--- config.mk ---
export PLATFORM = sky130hd
export DESIGN_NAME = nn_frame_sequencer
export DESIGN_NICKNAME = d
export VERILOG_FILES = /design/src/rtl/nn_pkg.sv /design/src/rtl/nn_argmax4.sv /design/src/rtl/nn_frame_sequencer.sv
export SDC_FILE = /design/constraint.sdc
export NUM_CORES = 1
export LEC_CHECK = 0
export ABC_AREA = 1
export CAP_MARGIN = 20
export CORE_UTILIZATION = 50
export DETAILED_ROUTE_END_ITERATION = 8
export GPL_ROUTABILITY_DRIVEN = 0
export PLACE_DENSITY_LB_ADDON = 0.08
export SETUP_SLACK_MARGIN = 0.2
export SYNTH_ARGS = -nofsm -noshare
export SYNTH_HDL_FRONTEND = slang
export SYNTH_SLANG_ARGS = --single-unit
--- constraint.sdc ---
create_clock -name clk -period 2.2 [get_ports clk]
set_input_delay 0.22 -clock clk [delete_from_list [all_inputs] [get_ports clk]]
set_output_delay 0.22 -clock clk [all_outputs]
set_load 0.02 [all_outputs]
--- src/rtl/nn_pkg.sv ---
// Shared widths, counts, FSM encoding and result record for the frame sequencer.
// Pure declarations: no latency, no flow control.
package nn_pkg;

    localparam int FEAT_W  = 8;
    localparam int FEAT_N  = 8;
    localparam int CLASS_N = 4;
    localparam int CON_W   = 12;
    localparam int CNT_W   = $clog2(FEAT_N);
    localparam int CLS_W   = $clog2(CLASS_N);

    typedef enum logic [1:0] {
        ST_LOAD   = 2'd0,
        ST_SETTLE = 2'd1,
        ST_SEND   = 2'd2
    } state_t;

    typedef struct packed {
        logic [CLS_W-1:0]  cls;
        logic [FEAT_W-1:0] score;
        logic [CON_W-1:0]  con;
    } result_t;

endpackage

--- src/rtl/nn_argmax4.sv ---
// Unsigned argmax over four softmax bytes; the lowest index wins a tie.
// Purely combinational: zero latency, no flow control.
module nn_argmax4
    import nn_pkg::*;
(
    input  logic [FEAT_W-1:0] i_v0,
    input  logic [FEAT_W-1:0] i_v1,
    input  logic [FEAT_W-1:0] i_v2,
    input  logic [FEAT_W-1:0] i_v3,
    output logic [CLS_W-1:0]  o_idx,
    output logic [FEAT_W-1:0] o_max
);

    // Strict greater-than keeps the earlier index when values are equal.
    always_comb begin
        o_idx = 2'd0;
        o_max = i_v0;
        if (i_v1 > o_max) begin
            o_idx = 2'd1;
            o_max = i_v1;
        end
        if (i_v2 > o_max) begin
            o_idx = 2'd2;
            o_max = i_v2;
        end
        if (i_v3 > o_max) begin
            o_idx = 2'd3;
            o_max = i_v3;
        end
    end

endmodule

--- src/rtl/nn_frame_sequencer.sv ---
// Loads 8 feature bytes into x1..x8, lets the neighbouring network settle, then offers its argmax.
// m_valid rises SETTLE_CYC+1 cycles after the last byte; s_ready is low outside LOAD, and the result is held until m_ready.
module nn_frame_sequencer
    import nn_pkg::*;
#(
    parameter int SETTLE_CYC = 2
) (
    input  logic              clk,
    input  logic              rst_n,
    input  logic              s_valid,
    input  logic [FEAT_W-1:0] s_data,
    output logic              s_ready,
    output logic [FEAT_W-1:0] x1,
    output logic [FEAT_W-1:0] x2,
    output logic [FEAT_W-1:0] x3,
    output logic [FEAT_W-1:0] x4,
    output logic [FEAT_W-1:0] x5,
    output logic [FEAT_W-1:0] x6,
    output logic [FEAT_W-1:0] x7,
    output logic [FEAT_W-1:0] x8,
    input  logic [FEAT_W-1:0] nn_out1,
    input  logic [FEAT_W-1:0] nn_out2,
    input  logic [FEAT_W-1:0] nn_out3,
    input  logic [FEAT_W-1:0] nn_out4,
    input  logic [CON_W-1:0]  nn_out_con,
    output logic              m_valid,
    input  logic              m_ready,
    output logic [CLS_W-1:0]  m_class,
    output logic [FEAT_W-1:0] m_score,
    output logic [CON_W-1:0]  m_con,
    output logic              busy
);

    localparam logic [3:0]       SETTLE_LAST = 4'(SETTLE_CYC - 1);
    localparam logic [CNT_W-1:0] BYTE_LAST   = CNT_W'(FEAT_N - 1);

    state_t                         r_state;
    state_t                         w_state_nxt;
    logic [CNT_W-1:0]               r_byte_cnt;
    logic [3:0]                     r_settle_cnt;
    logic [FEAT_N-1:0][FEAT_W-1:0]  r_x;
    result_t                        r_res;

    logic              w_accept;
    logic              w_settle_done;
    logic [CLS_W-1:0]  w_idx;
    logic [FEAT_W-1:0] w_max;

    nn_argmax4 u_argmax (
        .i_v0  (nn_out1),
        .i_v1  (nn_out2),
        .i_v2  (nn_out3),
        .i_v3  (nn_out4),
        .o_idx (w_idx),
        .o_max (w_max)
    );

    assign w_accept      = s_valid && (r_state == ST_LOAD);
    assign w_settle_done = (r_state == ST_SETTLE) && (r_settle_cnt == SETTLE_LAST);

    always_comb begin
        w_state_nxt = r_state;
        case (r_state)
            ST_LOAD:   if (w_accept && (r_byte_cnt == BYTE_LAST)) w_state_nxt = ST_SETTLE;
            ST_SETTLE: if (w_settle_done) w_state_nxt = ST_SEND;
            ST_SEND:   if (m_ready) w_state_nxt = ST_LOAD;
            default:   w_state_nxt = ST_LOAD;
        endcase
    end

    always_ff @(posedge clk or negedge rst_n) begin
        if (!rst_n) begin
            r_state <= ST_LOAD;
        end else begin
            r_state <= w_state_nxt;
        end
    end

    // Byte count wraps 7 -> 0 on the final accept, ready for the next frame.
    always_ff @(posedge clk or negedge rst_n) begin
        if (!rst_n) begin
            r_byte_cnt <= '0;
            r_x        <= '0;
        end else if (w_accept) begin
            r_byte_cnt        <= r_byte_cnt + 1'b1;
            r_x[r_byte_cnt]   <= s_data;
        end
    end

    always_ff @(posedge clk or negedge rst_n) begin
        if (!rst_n) begin
            r_settle_cnt <= '0;
        end else if (r_state == ST_SETTLE) begin
            r_settle_cnt <= w_settle_done ? 4'd0 : r_settle_cnt + 4'd1;
        end else begin
            r_settle_cnt <= '0;
        end
    end

    // Network outputs are only trusted on the last settle cycle.
    always_ff @(posedge clk or negedge rst_n) begin
        if (!rst_n) begin
            r_res <= '0;
        end else if (w_settle_done) begin
            r_res <= '{cls: w_idx, score: w_max, con: nn_out_con};
        end
    end

    assign s_ready = (r_state == ST_LOAD);
    assign m_valid = (r_state == ST_SEND);
    assign m_class = r_res.cls;
    assign m_score = r_res.score;
    assign m_con   = r_res.con;
    assign busy    = !((r_state == ST_LOAD) && (r_byte_cnt == '0));

    assign x1 = r_x[0];
    assign x2 = r_x[1];
    assign x3 = r_x[2];
    assign x4 = r_x[3];
    assign x5 = r_x[4];
    assign x6 = r_x[5];
    assign x7 = r_x[6];
    assign x8 = r_x[7];

endmodule

* Word level (Yosys, flattened, before mapping)
Cells that the tools add are included.
Word-level totals: register bits after elaboration 95, output and inout bits 89
Cells by class: reductions and logical operators 9, $lt $le $gt $ge 5, mux-type cells 15, add/subtract/negate cells 2, equal/unequal tests 7
Operators with widths (number):
- $bwmux 64 | 1
- $mux 8 | 4
- $demux 8 s3 | 1
- $gt 8x8->1 | 3
- $mux 2 | 5
- $mux 4 | 2
- $pmux 2 s3 | 1
- $logic_and 1x1->1 | 5
- $add 4x1->4 const B | 1
- $eq 4x1->1 const B | 1
- $lt 3x4->1 const B | 1
- $ne 2x1->1 const B | 2
- $add 3x1->3 const B | 1
- $eq 3x3->1 const B | 1
- $ge 3x1->1 const B | 1
- $logic_not 3->1 | 1
- $reduce_and 3->1 | 1
- $eq 2x1->1 const B | 1
- $eq 2x2->1 const B | 1
- $logic_not 2->1 | 1
- $ne 2x2->1 const B | 1
- $logic_not 1->1 | 1
- $mux 1 | 1

* Depth between registers and ports, before layout
depth after elaboration 6, depth in mapped cells 38, depth with buffers taken out 36

* By module
A second synthesis with hierarchy kept.
Unflattened totals: cells, all modules 608, area total of the unflattened synthesis 4989.8 um^2
Modules (own cells, without submodules):
- nn_frame_sequencer | sequential area each 2377.3 um^2, area each 3913.8 um^2, cells each 437, instances 1
- nn_argmax4 | sequential area each 0.0 um^2, area each 1076.0 um^2, cells each 171, instances 1

* Worst setup path before layout
No wires, ideal clock.
path type in2reg, start point in nn_out1[7], end point reg r_res (netlist bit m_score[5]), setup slack -1767 ps, data arrival time 3850 ps, buffers on the path 2, required time 2084 ps, stages 29, library setup time 116 ps, path through inv_1 -> ha_1 -> a21o_1 -> nor2_1 -> nand2_2 -> nand2_4 -> buf_2 -> nand2_1 -> o21ai_0 -> inv_1 -> ha_1 -> a21oi_1 -> nor2_1 -> a211oi_1 -> nand2_4 -> nand2_8 -> nand2_2 -> and2_1 -> ha_1 -> nand2_1 -> o21ai_0 -> nand2_1 -> o211ai_1 -> nand2_1 -> buf_2 -> o21ai_0 -> inv_1 -> nand2_1 -> nand2_1
On the way: cells in the longest elaborated chain, start to end 6
RTL lines:
- start, declared | line nn_frame_sequencer.sv:21 | input logic [FEAT_W-1:0] nn_out1,
- $gt 8x8->1 | line nn_argmax4.sv:18 | if (i_v1 > o_max) begin
- $mux 8 * | line nn_argmax4.sv:18
- $gt 8x8->1 | line nn_argmax4.sv:22 | if (i_v2 > o_max) begin
- $mux 8 * | line nn_argmax4.sv:22
- $gt 8x8->1 | line nn_argmax4.sv:26 | if (i_v3 > o_max) begin
- $mux 8 * | line nn_argmax4.sv:26
- end signal, assigned | line nn_frame_sequencer.sv:105 | r_res <= '{cls: w_idx, score: w_max, con: nn_out_con};
- end, declared | line nn_frame_sequencer.sv:42 | result_t r_res;
Every way passes the cells marked *; elsewhere a longest branch is shown, timed or not. A chain may end at the register's enable or synchronous reset.

* Worst setup path in the final report
start point in nn_out2[5], end point reg r_res (netlist bit m_score[1])
On the way: cells in the longest elaborated chain, start to end 6
RTL lines:
- start, declared | line nn_frame_sequencer.sv:22 | input logic [FEAT_W-1:0] nn_out2,
- $gt 8x8->1 | line nn_argmax4.sv:18
- $mux 8 * | line nn_argmax4.sv:18
- $gt 8x8->1 | line nn_argmax4.sv:22
- $mux 8 * | line nn_argmax4.sv:22
- $gt 8x8->1 | line nn_argmax4.sv:26
- $mux 8 * | line nn_argmax4.sv:26
Marked as above.

==> run metrics <==
final routed wirelength across all metal layers=between 10 and 15 mm; count of H-tree levels built during CTS=3; type of element capturing the critical path=flip-flop; drt first pass iters=5; clock insertion delay at the later pin of the skew report=between 0.3 and 0.4 ns; CTS clk-pin slew, worst paths=0.10 ns; number of cells on the worst reg-to-reg path=7; filler instances=between 500 and 600; Post-Route Skew=0.0125 ns; Clock Path Buffers=2; leading cell type by number of instances after synthesis=sky130_fd_sc_hd__nand2_1; FMAX=between 200 and 300 MHz; placed wire-length estimate=slightly below 9 mm; area taken by flip-flops and latches=0.00238 mm2; area of placed instances=approximately 0.0066 mm2; violated checks=negative setup slack; sequential group share of total power=0.325; worst r2r src=r_state[0]$_DFFE_PN0P_; setup repair after global routing missed its margin=true; standard-cell rows=34; Combinational Power Share=0.537; vias in the first global route=between 4000 and 5000; syn_nets=about 610; cell area after layout=0.00738 mm2; Place WS=-2.36 ns; final critical-path share of the clock period=1.70; area of the mapped netlist=0.00456 mm2; number of buffers added by the clock tree synthesis step=9; antenna cells=0; library cell used as clock root buffer=sky130_fd_sc_hd__clkbuf_8; number of endpoints failing setup at the final stage=10; flop2flop setup slack=roughly 0.40 ns; DRC viols=0; total number of nets in the final design=830; Internal Pwr Total=approximately 5.5 mW; max capacitance violation total=0; GRT Overall Usage=0.277; sequential share of the synthesized area=0.521; critical path peak fanout=8; total of buffers placed on input and output ports=~140; element type at the critical path start=input pin; top-level port count=between 100 and 150; first-pass GRT wire length=between 20 and 25 mm; data arrival time of the critical path=roughly 4.0 ns; number of flops mapped to enable cells by yosys=0; final routed wire length divided by cell count=15.7 um; outcome=finished with violations; Slew Viols, Final=0; share of final-layout standard cells stronger than drive strength 1=0.282; first-iteration detailed-routing DRC count=238; vias after detailed routing=about 4500; average vias per placed instance=5.23; area inside the core boundary=just under 0.009 mm2; Async SR Flop Fraction=1.00; x dimension of the die=slightly below 100 um; Synth-to-Final Area Change=61.9%; area enclosed by the die boundary=approximately 0.0095 mm2; Yosys top cell area share=0.521; Final Critical Period=~3.7 ns; DRT antenna net count=0; part of the power in the clock network=0.138; fraction of power spent switching nets=0.411; post-synth cell types=27; count of state elements after synthesis=95; Final Power=just over 9 mW; Clock Sink Count=95; WP data required=approximately 2.5 ns; Leakage Power=3.53 nW; slew at the pin with the worst max-slew slack=slightly below 0.4 ns; Worst Hold Margin=0.272 ns; CTS tree=done; Switching Power=roughly 3.8 mW; starting density of the core=0.520; Yosys Warn Count=0; cell area power density=~1300 mW/mm2; Crit Reg-Reg Endpoint=x5[0]$_DFFE_PN0P_; Gate Count Post-Synth=approximately 520; Synth area leaders=sky130_fd_sc_hd__dfrtp_1 52%, sky130_fd_sc_hd__nand2_1 12%, sky130_fd_sc_hd__ha_1 7.7%; post-synth top area cell=sky130_fd_sc_hd__dfrtp_1; type of the worst min-delay path=input pin to async pin; final worst slack=-1.55 ns; worst slew margin relative to its limit=0.737; hold violation total from the final report=0; antenna violations before repair=0; floorplan die height=a little under 100 um; Commonest cells post-synth=143 x sky130_fd_sc_hd__nand2_1, 95 x sky130_fd_sc_hd__dfrtp_1, 66 x sky130_fd_sc_hd__o21ai_0, 51 x sky130_fd_sc_hd__inv_1, 32 x sky130_fd_sc_hd__nor2_1; Post-Synthesis Mean Instance Area=a little under 9 um2; total instance count after detailed placement=about 800; Remaining Overflow, GRT=0; dominant register cell in the synthesized netlist=sky130_fd_sc_hd__dfrtp_1; post-route insts no fill=~860; Peak VDD IR=between 900 and 1000 uV; area occupied by multi-input gates=around 0.0024 mm2; critical path class=input pin to flip-flop; largest net degree at the start of global routing=76
[worst max-delay path, cell delays in order]
cell	delay (ns)
sky130_fd_sc_hd__buf_2	0.12
sky130_fd_sc_hd__ha_4	0.28
sky130_fd_sc_hd__nand2_4	0.05
sky130_fd_sc_hd__nor2_4	0.15
sky130_fd_sc_hd__nand2_2	0.09
sky130_fd_sc_hd__nand2_4	0.12
sky130_fd_sc_hd__nand2_8	0.08
sky130_fd_sc_hd__o21ai_4	0.16
sky130_fd_sc_hd__inv_2	0.06
sky130_fd_sc_hd__ha_4	0.22
sky130_fd_sc_hd__a21oi_2	0.11
sky130_fd_sc_hd__nor2_1	0.05
sky130_fd_sc_hd__a211oi_2	0.29
sky130_fd_sc_hd__nand2_4	0.14
sky130_fd_sc_hd__nand2_8	0.15
sky130_fd_sc_hd__nand2_4	0.06
sky130_fd_sc_hd__and2_4	0.14
sky130_fd_sc_hd__ha_4	0.27
sky130_fd_sc_hd__nand2_2	0.06
sky130_fd_sc_hd__o21ai_1	0.17
sky130_fd_sc_hd__nand2_1	0.10
sky130_fd_sc_hd__o211ai_1	0.15
sky130_fd_sc_hd__nand2_2	0.14
sky130_fd_sc_hd__buf_6	0.16
sky130_fd_sc_hd__o21ai_0	0.21
sky130_fd_sc_hd__inv_1	0.07
sky130_fd_sc_hd__nand2_1	0.08
sky130_fd_sc_hd__nand2_1	0.08
[area by class of cell]
class,count,area share
flip-flops and latches,95,0.322
multi-input cells,362,0.322
repair buffers,225,0.278
inverters,53,0.0297
well taps,108,0.0183
clock buffers,9,0.0168
clock inverters,7,0.0132
[power by group through the flow]
stage                     Sequential, mW  Combinational [mW]  Clock (mW)
after floorplan                     3.94                1.33           0
after global placement              3.01                4.40           0
after detailed placement            3.04                4.52           0
after CTS                           3.02                4.77        1.28
after global routing                3.13                5.34        1.35
final                               3.02                4.99        1.28
[layout by cell type, fill, tap and decap left out, drive strengths merged]
cell type,count
dfrtp,95
inv,56
xor2,2
nor2,33
bufinv,1
clkinv,3
a21o,1
o211ai,1
clkbuf,9
nand3,21
nand2,162
dlygate4sd2,1
nor3,2
buf,97
nand4,9
o31ai,1
a211oi,1
a21oi,27
clkdlybuf4s50,126
o21ai,66
ha,28
xnor2,1
and2,7
dlygate4sd3,1
[repair_timing]
action / 4_1_cts / 5_1_grt
endpoints found under the setup margin: 11 / 10
resized for setup: 126 / 36
hold buffers: 1 / 0
buffers inserted: 20 / 5
endpoints found under the hold margin: 20 / 0
gates cloned: 3 / 0
pin swaps: 40 / 18
[flip-flops by register name, summed over array words and instances, names as in the netlist]
name	flops
x1	8
x8	8
m_con	12
x5	8
x4	8
m_class	2
r_state	2
x2	8
x7	8
r_byte_cnt	3
m_score	8
r_settle_cnt	4
x3	8
x6	8
[per-layer routing]
metal	up-vias	wire length, um	track usage
met3	39	984	0.0583
met4	0	424	0.106
met5	-	0	0
li1	2143	-	-
met1	2129	5340	0.350
met2	182	6770	0.466
[how the worst max path moves through the flow]
stage,slack [ns],start,cells past startpoint,endpoint
finish,-1.55,nn_out2[5],28,m_score[1]$_DFFE_PN0P_
CTS,-1.18,nn_out1[7],29,m_score[4]$_DFFE_PN0P_
detailed placement,-2.36,nn_out1[1],30,m_score[3]$_DFFE_PN0P_
floorplan,-1.45,nn_out1[1],31,m_score[5]$_DFFE_PN0P_
global route,-1.67,nn_out1[3],31,m_score[1]$_DFFE_PN0P_
global placement,-2.09,nn_out1[1],35,m_score[3]$_DFFE_PN0P_
[through the flow]
stage	TNS, ns	util
after floorplan	-13.67	-
after global placement	-20.78	0.755
after CTS	-11.19	0.821
final	-13.78	0.843
after global routing	-15.39	0.843
after detailed placement	-22.89	0.755
[logic make-up after synthesis]
kind of cell	share of synthesized area
compound gates	0.109
buf+inv	0.0573
xor+xnor	0.00576
fa+ha+maj	0.0768
flops	0.521
simple gates	0.230
(Power assumes the default switching activity.)
